**config.mk**
```make
export PLATFORM = sky130hd
export DESIGN_NAME = card_shoe
export DESIGN_NICKNAME = d
export VERILOG_FILES = /design/src/rtl/blackjack_pkg.sv /design/src/rtl/lfsr16.sv /design/src/rtl/card_shoe.sv
export SDC_FILE = /design/constraint.sdc
export NUM_CORES = 1
export LEC_CHECK = 0
export CELL_PAD_IN_SITES_DETAIL_PLACEMENT = 1
export CELL_PAD_IN_SITES_GLOBAL_PLACEMENT = 1
export CORE_MARGIN = 10
export CORE_UTILIZATION = 52
export DETAILED_ROUTE_END_ITERATION = 6
export HOLD_SLACK_MARGIN = 0.1
export PLACE_DENSITY_LB_ADDON = 0.3
export SYNTH_ARGS = -nofsm -noshare
export SYNTH_HDL_FRONTEND = slang
export SYNTH_HIERARCHICAL = 1
export SYNTH_SLANG_ARGS = --single-unit
```
**constraint.sdc**
```tcl
create_clock -name clock -period 4.7 [get_ports clock]
set_input_delay 1.41 -clock clock [delete_from_list [all_inputs] [get_ports clock]]
set_output_delay 1.41 -clock clock [all_outputs]
set_load 0.02 [all_outputs]
```
**src/rtl/blackjack_pkg.sv**
```systemverilog
// Shared definitions for the blackjack datapath: card ranks, rank-to-score
// mapping, card-shoe FSM states and the LFSR constants.
package blackjack_pkg;

  localparam int LFSR_W = 16;
  localparam logic [LFSR_W-1:0] LFSR_TAPS = 16'hB400;

  localparam int NUM_RANKS = 13;

  localparam logic [3:0] RANK_ACE   = 4'd1;
  localparam logic [3:0] RANK_TWO   = 4'd2;
  localparam logic [3:0] RANK_THREE = 4'd3;
  localparam logic [3:0] RANK_FOUR  = 4'd4;
  localparam logic [3:0] RANK_FIVE  = 4'd5;
  localparam logic [3:0] RANK_SIX   = 4'd6;
  localparam logic [3:0] RANK_SEVEN = 4'd7;
  localparam logic [3:0] RANK_EIGHT = 4'd8;
  localparam logic [3:0] RANK_NINE  = 4'd9;
  localparam logic [3:0] RANK_TEN   = 4'd10;
  localparam logic [3:0] RANK_JACK  = 4'd11;
  localparam logic [3:0] RANK_QUEEN = 4'd12;
  localparam logic [3:0] RANK_KING  = 4'd13;

  typedef enum logic {
    ST_IDLE   = 1'b0,
    ST_SEARCH = 1'b1
  } shoe_state_e;

  // Picture cards score like a ten; rank 0 (no card yet) scores 0.
  function automatic logic [3:0] rank_to_value(input logic [3:0] rank);
    logic [3:0] value;
    value = (rank >= RANK_TEN) ? 4'd10 : rank;
    return value;
  endfunction

endpackage

```
**src/rtl/lfsr16.sv**
```systemverilog
// Free-running 16-bit Galois LFSR; loaded with SEED only by reset.
module lfsr16
  import blackjack_pkg::*;
#(
  parameter logic [LFSR_W-1:0] SEED = 16'hACE1,
  parameter logic [LFSR_W-1:0] TAPS = LFSR_TAPS
) (
  input  logic              clock,
  input  logic              reset,
  output logic [LFSR_W-1:0] q
);

  logic [LFSR_W-1:0] state_q;
  logic [LFSR_W-1:0] state_d;

  always_comb begin
    state_d = state_q >> 1;
    if (state_q[0]) begin
      state_d = (state_q >> 1) ^ TAPS;
    end
  end

  always_ff @(posedge clock or negedge reset) begin
    if (!reset) begin
      state_q <= SEED;
    end else begin
      state_q <= state_d;
    end
  end

  assign q = state_q;

endmodule

```
**src/rtl/card_shoe.sv**
```systemverilog
// Shoe of NUM_DECKS decks kept as per-rank counters; deals one pseudo-random
// card per request without replacement over a req/ack handshake.
module card_shoe
  import blackjack_pkg::*;
#(
  parameter int                NUM_DECKS = 1,
  parameter logic [LFSR_W-1:0] SEED      = 16'hACE1
) (
  input  logic                                  clock,
  input  logic                                  reset,
  input  logic                                  req,
  input  logic                                  shuffle,
  output logic                                  ack,
  output logic [3:0]                            card_rank,
  output logic [3:0]                            card_value,
  output logic                                  busy,
  output logic                                  empty,
  output logic [$clog2(52*NUM_DECKS+1)-1:0]     cards_left
);

  localparam int CL_W  = $clog2(52*NUM_DECKS+1);
  localparam int CNT_W = $clog2(4*NUM_DECKS+1);
  localparam logic [CL_W-1:0]  FULL_SHOE = CL_W'(52*NUM_DECKS);
  localparam logic [CNT_W-1:0] FULL_RANK = CNT_W'(4*NUM_DECKS);

  shoe_state_e       state_q, state_d;
  logic [3:0]        idx_q, idx_d;
  logic              req_q, req_d;
  logic              ack_q, ack_d;
  logic [3:0]        rank_q, rank_d;
  logic [3:0]        value_q, value_d;
  logic [CL_W-1:0]   cards_left_q, cards_left_d;
  logic              empty_q, empty_d;
  logic              take;
  logic [15:0]       avail;
  logic [LFSR_W-1:0] lfsr_val;
  logic              unused_lfsr;

  lfsr16 #(
    .SEED (SEED),
    .TAPS (LFSR_TAPS)
  ) u_lfsr (
    .clock (clock),
    .reset (reset),
    .q     (lfsr_val)
  );

  assign unused_lfsr = ^lfsr_val[LFSR_W-1:4];

  // 13..15 fold onto A/2/3; the slight bias toward low ranks is accepted.
  function automatic logic [3:0] fold_idx(input logic [3:0] raw);
    logic [3:0] folded;
    folded = (raw >= 4'd13) ? (raw - 4'd13) : raw;
    return folded;
  endfunction

  genvar gi;
  generate
    for (gi = 0; gi < NUM_RANKS; gi++) begin : g_rank
      logic [CNT_W-1:0] cnt_q;
      logic [CNT_W-1:0] cnt_d;

      always_comb begin
        cnt_d = cnt_q;
        if (shuffle) begin
          cnt_d = FULL_RANK;
        end else if (take && (idx_q == 4'(gi))) begin
          cnt_d = cnt_q - CNT_W'(1);
        end
      end

      always_ff @(posedge clock or negedge reset) begin
        if (!reset) begin
          cnt_q <= FULL_RANK;
        end else begin
          cnt_q <= cnt_d;
        end
      end

      assign avail[gi] = |cnt_q;
    end
  endgenerate

  assign avail[15:NUM_RANKS] = '0;

  always_comb begin
    state_d      = state_q;
    idx_d        = idx_q;
    // A request is only captured while idle, so one raised during SEARCH
    // cannot start a second deal right after the ack.
    req_d        = req && (state_q == ST_IDLE) && !shuffle;
    ack_d        = 1'b0;
    rank_d       = rank_q;
    value_d      = value_q;
    cards_left_d = cards_left_q;
    empty_d      = empty_q;
    take         = 1'b0;

    if (shuffle) begin
      state_d      = ST_IDLE;
      cards_left_d = FULL_SHOE;
      empty_d      = 1'b0;
    end else begin
      case (state_q)
        ST_IDLE: begin
          if (req_q && !empty_q) begin
            idx_d   = fold_idx(lfsr_val[3:0]);
            state_d = ST_SEARCH;
          end
        end
        ST_SEARCH: begin
          if (avail[idx_q]) begin
            take         = 1'b1;
            rank_d       = idx_q + 4'd1;
            value_d      = rank_to_value(idx_q + 4'd1);
            ack_d        = 1'b1;
            cards_left_d = cards_left_q - CL_W'(1);
            empty_d      = (cards_left_q == CL_W'(1));
            state_d      = ST_IDLE;
          end else begin
            // Shoe was non-empty on entry, so this walk ends within 13 steps.
            idx_d = (idx_q == 4'd12) ? 4'd0 : (idx_q + 4'd1);
          end
        end
        default: begin
          state_d = ST_IDLE;
        end
      endcase
    end
  end

  always_ff @(posedge clock or negedge reset) begin
    if (!reset) begin
      state_q      <= ST_IDLE;
      idx_q        <= 4'd0;
      req_q        <= 1'b0;
      ack_q        <= 1'b0;
      rank_q       <= 4'd0;
      value_q      <= 4'd0;
      cards_left_q <= FULL_SHOE;
      empty_q      <= 1'b0;
    end else begin
      state_q      <= state_d;
      idx_q        <= idx_d;
      req_q        <= req_d;
      ack_q        <= ack_d;
      rank_q       <= rank_d;
      value_q      <= value_d;
      cards_left_q <= cards_left_d;
      empty_q      <= empty_d;
    end
  end

  assign ack        = ack_q;
  assign card_rank  = rank_q;
  assign card_value = value_q;
  assign busy       = (state_q == ST_SEARCH);
  assign empty      = empty_q;
  assign cards_left = cards_left_q;

endmodule

```
# --- Word level (Yosys, flattened, before mapping) ---
# Index checks and enable logic that the tools add are counted.
totals:
  word_cells: 157
  inputBits: 4
  ff_bits: 77
op_classes:
  eq_ne: 15
  n_addsub: 16
  bitwise: 3
  order_cmp: 3
  reduce_logical: 50
  muxes: 48
ops:
  columns: ["operator", "count"]
  rows:
  - ["3-bit 2-to-1 mux", 26]
  - ["3-bit OR reduction", 13]
  - ["3-bit by 1-bit subtractor with 3-bit output (second input constant)", 13]
  - ["2-bit nonzero test", 15]
  - ["4-bit == test (second input constant)", 5]
  - ["4-bit 2-to-1 mux", 5]
  - ["6-bit 2-to-1 mux", 3]
  - ["4-bit by 3-bit == test with 1-bit output (second input constant)", 4]
  - ["1-bit logical AND", 16]
  - ["16-bit 2-to-1 mux", 1]
  - ["1-bit 2-to-1 mux", 10]
  - ["4-bit by 2-bit == test with 1-bit output (second input constant)", 2]
  - ["4-bit >= comparator (second input constant)", 2]
  - ["4-bit case mux with 2 select lines", 1]
  - ["6-bit by 1-bit == test with 1-bit output (second input constant)", 1]
  - ["3-bit AND reduction", 2]
  - ["6-bit by 1-bit subtractor with 6-bit output (second input constant)", 1]
  - ["4-bit by 5-bit < comparator with 1-bit output (second input constant)", 1]
  - ["4-bit by 1-bit adder with 4-bit output (second input constant)", 1]
  - ["1-bit binary-select mux with 4-bit select", 1]
  - ["4-bit by 1-bit == test with 1-bit output (second input constant)", 1]
  - ["4-bit zero test", 1]
  - ["3-bit inverter with 4-bit output", 1]
  - ["4-bit subtractor (second input constant)", 1]
  - ["other kinds (6)", 8]

# --- Depth between registers and ports, before layout ---
depth:
  depth_word: 9
  depth_mapped: 9

# --- Hierarchy ---
# The synthesis kept the hierarchy.
by_module_without_submodules:
  columns: ["mod", "cells_per_inst", "seq_area_each_um2", "instances", "area_per_inst_um2"]
  rows:
  - ["card_shoe", 355, 1546.5, 1, 3678.5]
  - ["lfsr16", 32, 410.4, 1, 534.3]

# --- Worst setup path after synthesis ---
# OpenSTA, ideal clock, no wires.
synth_path:
  kind: "input port to flip-flop"
  start: "input shuffle"
  end: "register g_rank[1].cnt_q[1]"
  t_required_ns: 4.601
  t_arrival_ns: 2.814
  setup_slack_ns: 1.787
  setup_ns: 0.099
  cell_stages: 7
  path_cell_list: "clkbuf_1 nand2b_1 nor3_1 and2_1 clkbuf_1 a21oi_1 a311oi_1"
synth_via:
  elab_chain_cells: 3
  elab_cells_between_ends: 4
synth_lines:
  columns: ["item", "line", "rtl"]
  rows:
  - ["start: declaration", "card_shoe.sv:12", "input logic shuffle,"]
  - ["1-bit 2-to-1 mux", "card_shoe.sv:99", "if (shuffle) begin"]
  - ["1-bit logical AND", "card_shoe.sv:67", "end else if (take && (idx_q == 4'(gi))) begin"]
  - ["2-bit nonzero test (no source line)", null, null]
  - ["end signal: assignment", "card_shoe.sv:76", "cnt_q <= cnt_d;"]
  - ["end: declaration", "card_shoe.sv:60", "logic [CNT_W-1:0] cnt_q;"]
# Several ways; a longest one is shown, not always the timed one.
# A chain may end at the register's enable or synchronous reset.

# --- Worst setup path after layout ---
layout_path:
  start: "input shuffle"
  end: "register g_rank[10].cnt_q[1]"
layout_via:
  elab_chain_cells: 3
  elab_cells_between_ends: 4
layout_lines:
  columns: ["item", "line"]
  rows:
  - ["1-bit 2-to-1 mux", "card_shoe.sv:99"]
  - ["1-bit logical AND", "card_shoe.sv:67"]
  - ["2-bit nonzero test (no source line)", null]
  - ["end signal: assignment", "card_shoe.sv:76"]
  - ["end: declaration", "card_shoe.sv:60"]
# Several ways; a longest one is shown, not always the timed one.

==> results.py <==
metrics = {
    "clock_tree": {
        "clk_pin_slew_ps": 90,
        "cts.sink_count": 77,
        "cts_root_buf": "clkbuf_8",
        "cts_hold_buf": 0,
        "cts.repair.resized": 0,
        "cts_tree": "built",
        "cts_made_buffers": 9,
        "post-cts-setup-buffer-count": 0,
        "cts_max_level": 3,
        "clock_latency_ps": 350,
        "clockBufferDepth": 2,
    },
    "timing": {
        "period_needed_ps": 3200,
        "slew_headroom": 0.231,
        "fin_crit_sh": 0.681,
        "tightest_slew_ps": 1150,
        "rsz0062_at_grt": "false",
        "skew_ps": 6.94,
        "layout_setup_ws_ps": 1500,
        "maxSlewViolCount": 0,
        "setup_viol_count_final": 0,
        "hold_viol": 0,
        "fmax_ghz": 0.312,
        "timing.setup.tns_ps": 0,
    },
    "finish": {
        "nets": 423,
        "fin_util": 0.592,
        "drive_gt1_frac": 0.182,
        "diodes": 0,
        "area_growth_pct": 10.4,
    },
    "setup_path": {
        "critical_path.max_fanout": 14,
        "cp_num_buf_inv": 1,
        "crit_chain": "clkdlybuf4s50_1 -> nand2b_1 -> nor2_1 -> and2_0 -> a21oi_1 -> a311oi_1",
        "cp_data_arrival_time_ps": 3450,
        "critPathLaunchType": "input port",
        "slowest_stage": "and2_0",
        "path_class": "in2reg",
        "slowest_delay_ps": 640,
        "cp_top_family": "simple AND/OR/NAND/NOR gates",
        "cp-end-kind": "register",
        "cp.required_ps": 4950,
    },
    "routing": {
        "dr.pass1.iters": 4,
        "remaining_drc_errors": 0,
        "postRouteAntennaNets": 0,
        "drtIter0Drc": 108,
        "via_per_inst": 5.95,
        "routed_wl_um": 9130,
        "wl_per_cell_um": 18.6,
        "num_vias": 2926,
    },
    "yosys": {
        "synth_nets": 416,
        "netlist_area_um2": 4150,
        "yosys_warnings": 6,
        "netlist_instances": 378,
        "syn_area_per_cell_um2": 11.0,
    },
    "place": {
        "pre_cts_ws_ps": 1180,
        "portBuffers": 20,
        "dp_hpwl_um": 6030,
        "gp_routability_congestion": 0.749,
    },
    "power_and_ir_drop": {
        "p_leak_nw": 1.93,
        "irDropWorstVdd_uv": 156,
        "powerDensity_nw_per_um2": 322,
    },
    "floorplan": {
        "num_rows": 32,
        "die_h_um": 109,
        "io-pin-count": 21,
        "die_area_um2": 11900,
        "core_um2": 7730,
        "die_w_um": 109,
        "start_util": 0.536,
    },
    "run": {
        "maxCapViolCount": 0,
    },
    "global_routing": {
        "grt_pass1_wl_um": 15800,
        "grt_usage": 0.166,
        "antenna_found_initial": 0,
        "grt_overflow_total": 0,
        "grt_max_degree": 78,
        "grt_pass1_vias": 3084,
    },
    "run_status": {
        "status": "completed",
    },
    "hold_path": {
        "hold_class": "reg2reg",
    },
}
-- layout by cell type (no fill, tap or decap), types with 8 or more instances in the layout --
master           count
dfrtp_1             53
inv_1               40
ha_1                34
dfstp_2             24
nor2_1              19
clkdlybuf4s50_1     19
a311oi_1            18
nand3_1             17
a21oi_1             16
xnor2_1             15
nand2_1             13
a41oi_1             11
clkbuf_8             9
mux2_4               8
-- cell type report --
cell class | instances | area (µm²)
tap | 102 | 128
multi-input combinational | 235 | 1910
inverter | 40 | 150
clock inverter | 7 | 98.8
clock buffer | 9 | 124
timing repair buffer | 22 | 213
fill | 811 | 3150
sequential | 77 | 1960
-- where the power goes --
| group | switching (mW) | total [mW] | internal [mW] |
|---|---|---|---|
| registers | 0.0294 | 0.717 | 0.688 |
| clock network | 0.261 | 0.563 | 0.302 |
| logic | 0.112 | 0.196 | 0.0832 |
| total | 0.403 | 1.48 | 1.07 |
-- flip-flops by register name, indices dropped and copies added (netlist names) --
signal        count
req_q             1
empty             1
u_lfsr/q         16
g_rank.cnt_q     39
busy              1
idx_q             4
cards_left        6
ack               1
card_value        4
card_rank         4
-- worst paths after layout --
path,slack (ps),cells past startpoint,endpoint,start
setup / recovery,1500,6,g_rank[10].cnt_q[1],shuffle
hold / removal,360,0,u_lfsr/q[6],u_lfsr/q[7]
setup reg to reg,1550,5,cards_left[2],idx_q[1]
hold reg to reg,360,0,u_lfsr/q[6],u_lfsr/q[7]
max in group asynchronous,2850,1,g_rank[6].cnt_q[1],reset
min in group asynchronous,1200,1,card_value[2],reset
-- per-stage QoR --
step	cells	power, mW	hold slack, ps	area, µm²
2_1_floorplan	378	0.843	331	4150
3_3_place_gp	476	0.920	336	4350
5_1_grt	492	1.54	369	4580
3_5_place_dp	476	0.928	345	4350
6_report	492	1.48	360	4580
4_1_cts	492	1.49	362	4580
-- routing by layer --
layer  up-vias  global-route usage  share of wire
met1      1512               0.208           0.45
met5         -                   0              0
met2        52               0.279           0.50
met4         0              0.0641          0.017
met3        14              0.0289          0.037
li1       1348                   -              -
No activity file was read; power rests on OpenSTA's default activity.
